--- config.mk ---
export PLATFORM = sky130hd
export DESIGN_NAME = picorv32_sram_ctrl_flat
export DESIGN_NICKNAME = d
export VERILOG_FILES = /design/src/rtl/picorv32_sram_ctrl_pkg.sv /design/src/rtl/picorv32_sram_ctrl_if.sv /design/src/rtl/picorv32_sram_ctrl_stats.sv /design/src/rtl/picorv32_sram.sv /design/src/flat_wrapper.sv
export SDC_FILE = /design/constraint.sdc
export NUM_CORES = 1
export LEC_CHECK = 0
export CAP_MARGIN = 5
export CORE_ASPECT_RATIO = 0.6
export CORE_MARGIN = 1
export CORE_UTILIZATION = 43
export CTS_CLUSTER_DIAMETER = 150
export DETAILED_ROUTE_END_ITERATION = 10
export GPL_TIMING_DRIVEN = 0
export PLACE_DENSITY_LB_ADDON = 0.25
export SLEW_MARGIN = 20
export SYNTH_ARGS = -nofsm -noshare
export SYNTH_HDL_FRONTEND = slang
export SYNTH_SLANG_ARGS = --single-unit
--- constraint.sdc ---
create_clock -name clk -period 2.6 [get_ports clk]
set_input_delay 0.52 -clock clk [delete_from_list [all_inputs] [get_ports clk]]
set_output_delay 0.52 -clock clk [all_outputs]
set_load 0.005 [all_outputs]
--- src/rtl/picorv32_sram_ctrl_pkg.sv ---
// picorv32_sram_pkg: shared types and bounds for the picorv32 SRAM controller
package picorv32_sram_pkg;
  localparam int SRAM_WORDS = 512;
  localparam int SRAM_DATA_W = 32;
  localparam int READ_LATENCY_MIN = 1;
  localparam int READ_LATENCY_MAX = 3;
  typedef enum logic [2:0] {S_IDLE, S_ISSUE, S_WAIT, S_DONE, S_ERR} state_t;
  function automatic bit latency_ok(int rl);
    return rl >= READ_LATENCY_MIN && rl <= READ_LATENCY_MAX;
  endfunction
endpackage

--- src/rtl/picorv32_sram_ctrl_if.sv ---
// picorv32_sram_ctrl_if: picorv32 native memory port with bus-error response
interface picorv32_sram_ctrl_if;
  import picorv32_sram_pkg::*;
  logic                   mem_valid;
  logic                   mem_instr;
  logic [31:0]            mem_addr;
  logic [SRAM_DATA_W-1:0] mem_wdata;
  logic [3:0]             mem_wstrb;
  logic                   mem_ready;
  logic [SRAM_DATA_W-1:0] mem_rdata;
  logic                   bus_err;
  modport master (output mem_valid, mem_instr, mem_addr, mem_wdata, mem_wstrb, input mem_ready, mem_rdata, bus_err);
  modport slave (input mem_valid, mem_instr, mem_addr, mem_wdata, mem_wstrb, output mem_ready, mem_rdata, bus_err);
endinterface

--- src/rtl/picorv32_sram_ctrl_stats.sv ---
// sram_ctrl_stats: wrapping read/write/error completion counters
module sram_ctrl_stats (
  input  logic        clk,
  input  logic        resetn,
  input  logic        inc_rd,
  input  logic        inc_wr,
  input  logic        inc_err,
  output logic [31:0] stat_reads,
  output logic [31:0] stat_writes,
  output logic [31:0] stat_errs
);
  // count one per completed access; natural 32-bit wrap
  always_ff @(posedge clk or negedge resetn)
    if (!resetn) begin
      stat_reads  <= '0;
      stat_writes <= '0;
      stat_errs   <= '0;
    end else begin
      stat_reads  <= stat_reads + 32'(inc_rd);
      stat_writes <= stat_writes + 32'(inc_wr);
      stat_errs   <= stat_errs + 32'(inc_err);
    end
endmodule

--- src/rtl/picorv32_sram.sv ---
// picorv32_sram_ctrl: picorv32 memory port to sky130 SRAM port 0 (optional SRAM_CTRL_STATS_EN counters)
module picorv32_sram_ctrl
  import picorv32_sram_pkg::*;
#(
  parameter int          ADDR_WIDTH   = 9,
  parameter logic [31:0] BASE_ADDR    = 32'h0000_0000,
  parameter int          READ_LATENCY = 1
) (
  input  logic                   clk,
  input  logic                   resetn,
  picorv32_sram_ctrl_if.slave    bus,
  output logic                   sram_csb0,
  output logic                   sram_web0,
  output logic [3:0]             sram_wmask0,
  output logic [ADDR_WIDTH-1:0]  sram_addr0,
  output logic [SRAM_DATA_W-1:0] sram_din0,
  input  logic [SRAM_DATA_W-1:0] sram_dout0
`ifdef SRAM_CTRL_STATS_EN
  ,
  output logic [31:0]            stat_reads,
  output logic [31:0]            stat_writes,
  output logic [31:0]            stat_errs
`endif
);
  state_t     state;
  logic [1:0] cnt;
  logic       in_range;
  logic       unused_ok;
  assign in_range  = bus.mem_addr[31:ADDR_WIDTH+2] == BASE_ADDR[31:ADDR_WIDTH+2];
  assign unused_ok = ^{bus.mem_instr, bus.mem_addr[1:0]};
  if (!latency_ok(READ_LATENCY)) begin : g_bad_latency
    $error("READ_LATENCY out of range 1..3");
  end
  if (BASE_ADDR[ADDR_WIDTH+1:0] != '0) begin : g_bad_base
    $error("BASE_ADDR not aligned to the SRAM window");
  end
  // request sequencer; every output is a register
  always_ff @(posedge clk or negedge resetn)
    if (!resetn) begin
      state         <= S_IDLE;
      cnt           <= '0;
      bus.mem_ready <= 1'b0;
      bus.mem_rdata <= '0;
      bus.bus_err   <= 1'b0;
      sram_csb0     <= 1'b1;
      sram_web0     <= 1'b1;
      sram_wmask0   <= '0;
      sram_addr0    <= '0;
      sram_din0     <= '0;
    end else begin
      case (state)
        S_IDLE: if (bus.mem_valid) begin
          state <= in_range ? S_ISSUE : S_ERR;
          if (in_range) begin
            sram_csb0   <= 1'b0;
            sram_web0   <= bus.mem_wstrb == 4'd0;
            sram_wmask0 <= bus.mem_wstrb;
            sram_addr0  <= bus.mem_addr[ADDR_WIDTH+1:2];
            sram_din0   <= bus.mem_wdata;
          end
        end
        S_ISSUE: begin
          sram_csb0     <= 1'b1;
          sram_web0     <= 1'b1;
          sram_wmask0   <= '0;
          bus.mem_ready <= !sram_web0;
          state         <= sram_web0 ? S_WAIT : S_DONE;
          cnt           <= 2'(READ_LATENCY - 1);
        end
        S_WAIT: if (cnt != 2'd0) cnt <= cnt - 2'd1;
        else begin
          bus.mem_rdata <= sram_dout0;
          bus.mem_ready <= 1'b1;
          state         <= S_DONE;
        end
        S_ERR: begin
          bus.mem_ready <= 1'b1;
          bus.bus_err   <= 1'b1;
          bus.mem_rdata <= '0;
          state         <= S_DONE;
        end
        default: begin
          bus.mem_ready <= 1'b0;
          bus.bus_err   <= 1'b0;
          state         <= S_IDLE;
        end
      endcase
    end
`ifdef SRAM_CTRL_STATS_EN
  sram_ctrl_stats u_stats (
    .clk         (clk),
    .resetn      (resetn),
    .inc_rd      (state == S_WAIT && cnt == 2'd0),
    .inc_wr      (state == S_ISSUE && !sram_web0),
    .inc_err     (state == S_ERR),
    .stat_reads  (stat_reads),
    .stat_writes (stat_writes),
    .stat_errs   (stat_errs)
  );
`endif
endmodule

--- src/flat_wrapper.sv ---
// flat-port wrapper written by rule: the top's interface ports become plain ports
module picorv32_sram_ctrl_flat import picorv32_sram_pkg::*;
#(
  parameter int          ADDR_WIDTH   = 9,
  parameter logic [31:0] BASE_ADDR    = 32'h0000_0000,
  parameter int          READ_LATENCY = 1
)
  (clk, resetn, sram_csb0, sram_web0, sram_wmask0, sram_addr0, sram_din0, sram_dout0, bus_mem_valid, bus_mem_instr, bus_mem_addr, bus_mem_wdata, bus_mem_wstrb, bus_mem_ready, bus_mem_rdata, bus_bus_err);
  picorv32_sram_ctrl_if bus_i ();
  input  logic clk;
  input  logic resetn;
  output logic sram_csb0;
  output logic sram_web0;
  output logic [3:0] sram_wmask0;
  output logic [ADDR_WIDTH-1:0] sram_addr0;
  output logic [SRAM_DATA_W-1:0] sram_din0;
  input  logic [SRAM_DATA_W-1:0] sram_dout0;
  input wire logic [$bits(bus_i.mem_valid)-1:0] bus_mem_valid;
  input wire logic [$bits(bus_i.mem_instr)-1:0] bus_mem_instr;
  input wire logic [$bits(bus_i.mem_addr)-1:0] bus_mem_addr;
  input wire logic [$bits(bus_i.mem_wdata)-1:0] bus_mem_wdata;
  input wire logic [$bits(bus_i.mem_wstrb)-1:0] bus_mem_wstrb;
  output wire logic [$bits(bus_i.mem_ready)-1:0] bus_mem_ready;
  output wire logic [$bits(bus_i.mem_rdata)-1:0] bus_mem_rdata;
  output wire logic [$bits(bus_i.bus_err)-1:0] bus_bus_err;
  assign bus_i.mem_valid = bus_mem_valid;
  assign bus_i.mem_instr = bus_mem_instr;
  assign bus_i.mem_addr = bus_mem_addr;
  assign bus_i.mem_wdata = bus_mem_wdata;
  assign bus_i.mem_wstrb = bus_mem_wstrb;
  assign bus_mem_ready = bus_i.mem_ready;
  assign bus_mem_rdata = bus_i.mem_rdata;
  assign bus_bus_err = bus_i.bus_err;
  picorv32_sram_ctrl #(.ADDR_WIDTH(ADDR_WIDTH), .BASE_ADDR(BASE_ADDR), .READ_LATENCY(READ_LATENCY)) u_core (.clk(clk), .resetn(resetn), .bus(bus_i), .sram_csb0(sram_csb0), .sram_web0(sram_web0), .sram_wmask0(sram_wmask0), .sram_addr0(sram_addr0), .sram_din0(sram_din0), .sram_dout0(sram_dout0));
endmodule
After elaboration in Yosys (flattened, before gate mapping)
Cells that the tools add are included.

operators by class
  add/sub/neg operators = 1
  equal/unequal tests = 7
  multiplexer cells = 21
  bitwise logic cells = 1
  reduce and logical (&&, ||, !) cells = 15

operators with widths
  kind                                                  number
  case mux 32 bit (2 select lines)                      1
  2-to-1 mux 32 bit                                     1
  zero test 21 bit                                      1
  case mux 3 bit (4 select lines)                       1
  2-to-1 mux 3 bit                                      3
  2-to-1 mux 4 bit                                      2
  case mux 4 bit (2 select lines)                       1
  AND reduction 2 bit                                   4
  nonzero test 2 bit                                    4
  2-to-1 mux 1 bit                                      6
  case mux 1 bit (2 select lines)                       3
  AND reduction 3 bit                                   2
  zero test 4 bit                                       1
  != test 2 x 1 -> 1 bit (second input constant)        2
  != test 2 bit (second input constant)                 2
  case mux 1 bit (4 select lines)                       1
  case mux 2 bit (2 select lines)                       1
  equality test 3 x 1 -> 1 bit (second input constant)  1
  equality test 3 x 2 -> 1 bit (second input constant)  1
  equality test 3 bit (second input constant)           1
  zero test 3 bit                                       1
  OR reduction 3 bit                                    1
  2-to-1 mux 2 bit                                      1
  subtractor 2 x 1 -> 2 bit (second input constant)     1
  other kinds (2)                                       2

storage, ports and cells
  bits in registers = 86
  input bits = 104
  output and inout port bits = 81
  word-level logic and storage cells = 55

Longest topological paths before layout
  depth after elaboration = 4
  gate-level depth with buffers = 7
  depth with buffers taken out = 6

Least setup slack after synthesis
OpenSTA, ideal clock, no wires.

  kind = input port to flip-flop
  from = input bus_mem_addr[19]
  to = register u_core.sram_addr0[5]
  setup time = 0.125 ns
  arrival = 1.813 ns
  required time = 2.475 ns
  path slack = 0.661 ns
  stages = 6
  path buffers = 2
  cells stage by stage = nor4_2 nand4_1 and4b_1 buf_6 buf_12 mux2_4

between the ends
  longest elaborated chain between the ends = 2

RTL lines
  what                           RTL line             RTL
  start, declared                flat_wrapper.sv:20   input wire logic [$bits(bus_i.mem_addr)-1:0] bus_mem_addr;
  zero test 21 bit               picorv32_sram.sv:29  assign in_range = bus.mem_addr[31:ADDR_WIDTH+2] == BASE_ADDR[31:ADDR_WIDTH+2];
  AND reduction 3 bit (no line)  -
  end signal, assigned           picorv32_sram.sv:58  sram_addr0 <= bus.mem_addr[ADDR_WIDTH+1:2];
  end, declared                  picorv32_sram.sv:15  output logic [ADDR_WIDTH-1:0] sram_addr0,

No other way between the ends.
A chain may end at the register's enable or synchronous reset.

Worst setup path in the final report
  from = input bus_mem_addr[12]
  to = register u_core.sram_din0[2]

between the ends
  longest elaborated chain between the ends = 2

RTL lines
  what                           RTL line             RTL
  zero test 21 bit               picorv32_sram.sv:29
  AND reduction 3 bit (no line)  -
  end signal, assigned           picorv32_sram.sv:59  sram_din0 <= bus.mem_wdata;
  end, declared                  picorv32_sram.sv:16  output logic [SRAM_DATA_W-1:0] sram_din0,

No other way between the ends.

==> summary.md <==
| Metric | Value |
|---|---|
| Status | `complete, no violations` |
| Rows | `25` |
| Worst-case vdd ir drop | `0.4199 mV` |
| Die area | `8789 µm²` |
| RSZ-0062 raised after global routing | `false` |
| Max Cap Viol | `0` |
| CTS Hold Bufs | `0` |
| Number of setup buffers added after CTS | `0` |
| Critical path capture point type | `register` |
| Synth Area per Inst | `14.29 µm²` |
| Post-route clock period utilization | `0.8621` |
| Worst path cell trace | `clkdlybuf4s50_1, nor4_2, nand4_1, and4b_1, buf_6, buf_12, mux2_4` |
| Dominant cell type by area after synthesis | `dfrtp_1` |
| Synth Flop Type | `dfrtp_1` |
| Total CTS buffers | `9` |
| Final design utilization | `0.7378` |
| Clock Sinks | `86` |
| H-tree Lvls | `3` |
| Die Y | `73.02 µm` |
| Vias in the first global route | `2835` |
| Worst min path class | `in -> async` |
| Worst-path clk slew | `0.06 ns` |
| Synthesized area | `3615 µm²` |
| Setup skew after layout | `0.005294 ns` |
| Core box area | `8008 µm²` |
| Largest delay share family, worst path | `simple AND/OR/NAND/NOR gates` |
| Crit path kind | `in -> reg` |
| Congestion Overflow GR | `0` |
| Initial antenna violation count | `0` |
| ANT cells | `0` |
| Post-synth EDFFs | `0` |
| I/O pins | `185` |
| Wire per inst | `16.61 µm` |
| Sequential share of the synthesized area | `0.5961` |
| Residual DRC | `0` |
| Synth top area cells | `dfrtp_1 58%, mux2_4 15%, a22o_1 6.8%` |
| Chip Width | `120.4 µm` |
| Number of fill cells | `558` |
| Final hold violations | `0` |
| First-pass GRT wire length | `14500 µm` |
| Worst EP arrival | `2.45 ns` |
| Max Freq | `446.1 MHz` |
| Vias per inst | `4.898` |
| Ys Warns | `0` |
| Flop and latch count out of synthesis | `86` |
| Synth unique cells | `36` |
| Register Area | `2155 µm²` |
| Power Density | `789.5 nW/µm²` |
| Async SR Flop Fraction | `1.000` |
| Worst path bufs/invs | `3` |
| CP max FO | `10` |
| Critical path required time | `2.81 ns` |
| Critical Path Slowest Stage Cell | `clkdlybuf4s50_1` |
| Share of layout cells above drive strength 1 | `0.1622` |
| CP max stage delay | `0.42 ns` |
| Leakage power | `2.572 nW` |
| Deepest clock path buffer count | `2` |
| Hpwl dp | `6821 µm` |
| Setup crit start kind | `input pin` |
| Largest net degree at the start of global routing | `46` |
| Synth top area share | `0.5815` |
| DR vias | `2733` |
| Post-Route WL | `9266 µm` |
| Worst-margin pin slew | `0.5589 ns` |
| Post-route ant nets | `0` |
| Placed Area | `5587 µm²` |
| Area of the multi-input gates | `1304 µm²` |
| IO buf count | `181` |
| Most frequent cell after synthesis | `dfrtp_1` |
| Cells after Synth | `253` |
| Layout Nets | `551` |
| CTS root buffer | `clkbuf_16` |
| Final setup fails | `0` |
| TritonCTS clock tree | `done` |
| Synthesized Nets | `358` |
| Max Slew Vio Count | `0` |
| Post-CTS Resized | `0` |
| Initial core utilization | `0.4514` |
| GRT Resource Usage Total | `0.2182` |
| Top post-synthesis cells by count | `84 x dfrtp_1, 36 x mux2_4, 28 x a22o_1, 22 x nand2_1` |
| Finished Cell Area | `5908 µm²` |
| Fin crit period | `2.242 ns` |
| Worst-Skew Late Latency | `0.33 ns` |
| Synthesis-to-layout area growth | `63.45%` |
| Routability cong. | `0.8310` |
| Drt pass-1 iters | `4` |
| Max transition margin | `0.6245` |
| DRT iter0 DRCs | `122` |
[layout make-up]
cell class              instances  area share
plain buffers                  15     0.02202
clock buffers                  10     0.04045
well taps                     108     0.02287
repair buffers                182      0.3109
multi-input cells             145      0.2207
clock inverters                 5     0.01398
inverters                       7    0.004447
flip-flops and latches         86      0.3647
[stage by stage]
| stage | hold WS, ns | std cells | setup TNS [ns] | setup WS (ns) | total power [mW] |
|---|---|---|---|---|---|
| floorplan | 0.2244 | 253 | 0 | 0.6614 | 2.437 |
| global placement | 0.4781 | 542 | -171.57 | -2.023 | 3.256 |
| detailed placement | 0.4703 | 543 | 0 | 0.01385 | 3.305 |
| CTS | 0.1860 | 558 | 0 | 0.3631 | 4.696 |
| global route | 0.2178 | 558 | 0 | 0.2484 | 4.896 |
| finish | 0.1825 | 558 | 0 | 0.3585 | 4.664 |
[worst paths after layout]
| path | slack (ns) | from | end | cells after the start |
|---|---|---|---|---|
| setup / recovery | 0.36 | bus_mem_addr[12] | u_core.sram_din0[2] | 7 |
| hold / removal | 0.18 | resetn | u_core.sram_addr0[8] | 1 |
| min in group clk | 0.49 | u_core.sram_csb0 | u_core.sram_csb0 | 2 |
| hold reg to reg | 0.49 | u_core.sram_csb0 | u_core.sram_csb0 | 2 |
| setup reg to reg | 0.48 | u_core.cnt[0] | u_core.bus.mem_rdata[2] | 6 |
| max in group asynchronous | 1.75 | resetn | u_core.sram_web0 | 2 |
[metal layers]
metal / GRT usage / part of all wire / routed length (µm)
met4: 0.06173 / 0.0059 / 55
met2: 0.3582 / 0.47 / 4341
met1: 0.2869 / 0.46 / 4231
met3: 0.06016 / 0.069 / 637
met5: 0 / 0 / 0
[cell usage in the layout, fill, tap and decap left out, types with 2 or more instances in the layout]
| cell type | count |
|---|---|
| clkdlybuf4s50_1 | 180 |
| buf_12 | 4 |
| dfstp_2 | 2 |
| nand2b_1 | 3 |
| mux2_4 | 36 |
| a21o_1 | 2 |
| clkbuf_1 | 9 |
| nor4_1 | 2 |
| nor2_1 | 3 |
| a21oi_1 | 9 |
| a22o_1 | 28 |
| mux2i_1 | 4 |
| o21ai_0 | 7 |
| or3_1 | 2 |
| bufinv_16 | 2 |
| nor3_1 | 3 |
| nand2_1 | 22 |
| clkbuf_16 | 9 |
| dfrtp_1 | 84 |
| mux2_2 | 5 |
| or4_1 | 2 |
| nor4_2 | 3 |
| inv_1 | 7 |
[state kept, by name, summed over array words and instances, names as in the netlist]
name / count
u_core.sram_wmask0: 4
u_core.bus.mem_ready: 1
u_core.bus.bus_err: 1
u_core.sram_din0: 32
u_core.cnt: 2
u_core.bus.mem_rdata: 32
u_core.sram_addr0: 9
u_core.sram_web0: 1
u_core.state: 3
u_core.sram_csb0: 1
[report_power, final]
part / internal [mW] / switching (mW)
Clock: 0.865 / 0.509
Combinational: 0.881 / 0.637
Sequential: 1.61 / 0.160
[cell families after synthesis]
family	after synthesis	share of synthesized area
compound gates	51	0.1059
fa+ha+maj	1	0.003461
buf+inv	22	0.04327
xor+xnor	1	0.002423
flops	86	0.5961
mux	45	0.1762
simple gates	47	0.07269
[worst reg2reg max path, stage by stage (launching register included)]
cell,delay (ns)
dfrtp_1,0.40
inv_1,0.08
ha_1,0.24
nand2_1,0.15
nor3_1,0.46
clkbuf_1,0.47
a22o_1,0.25
Power figures use the tool's default switching activity.
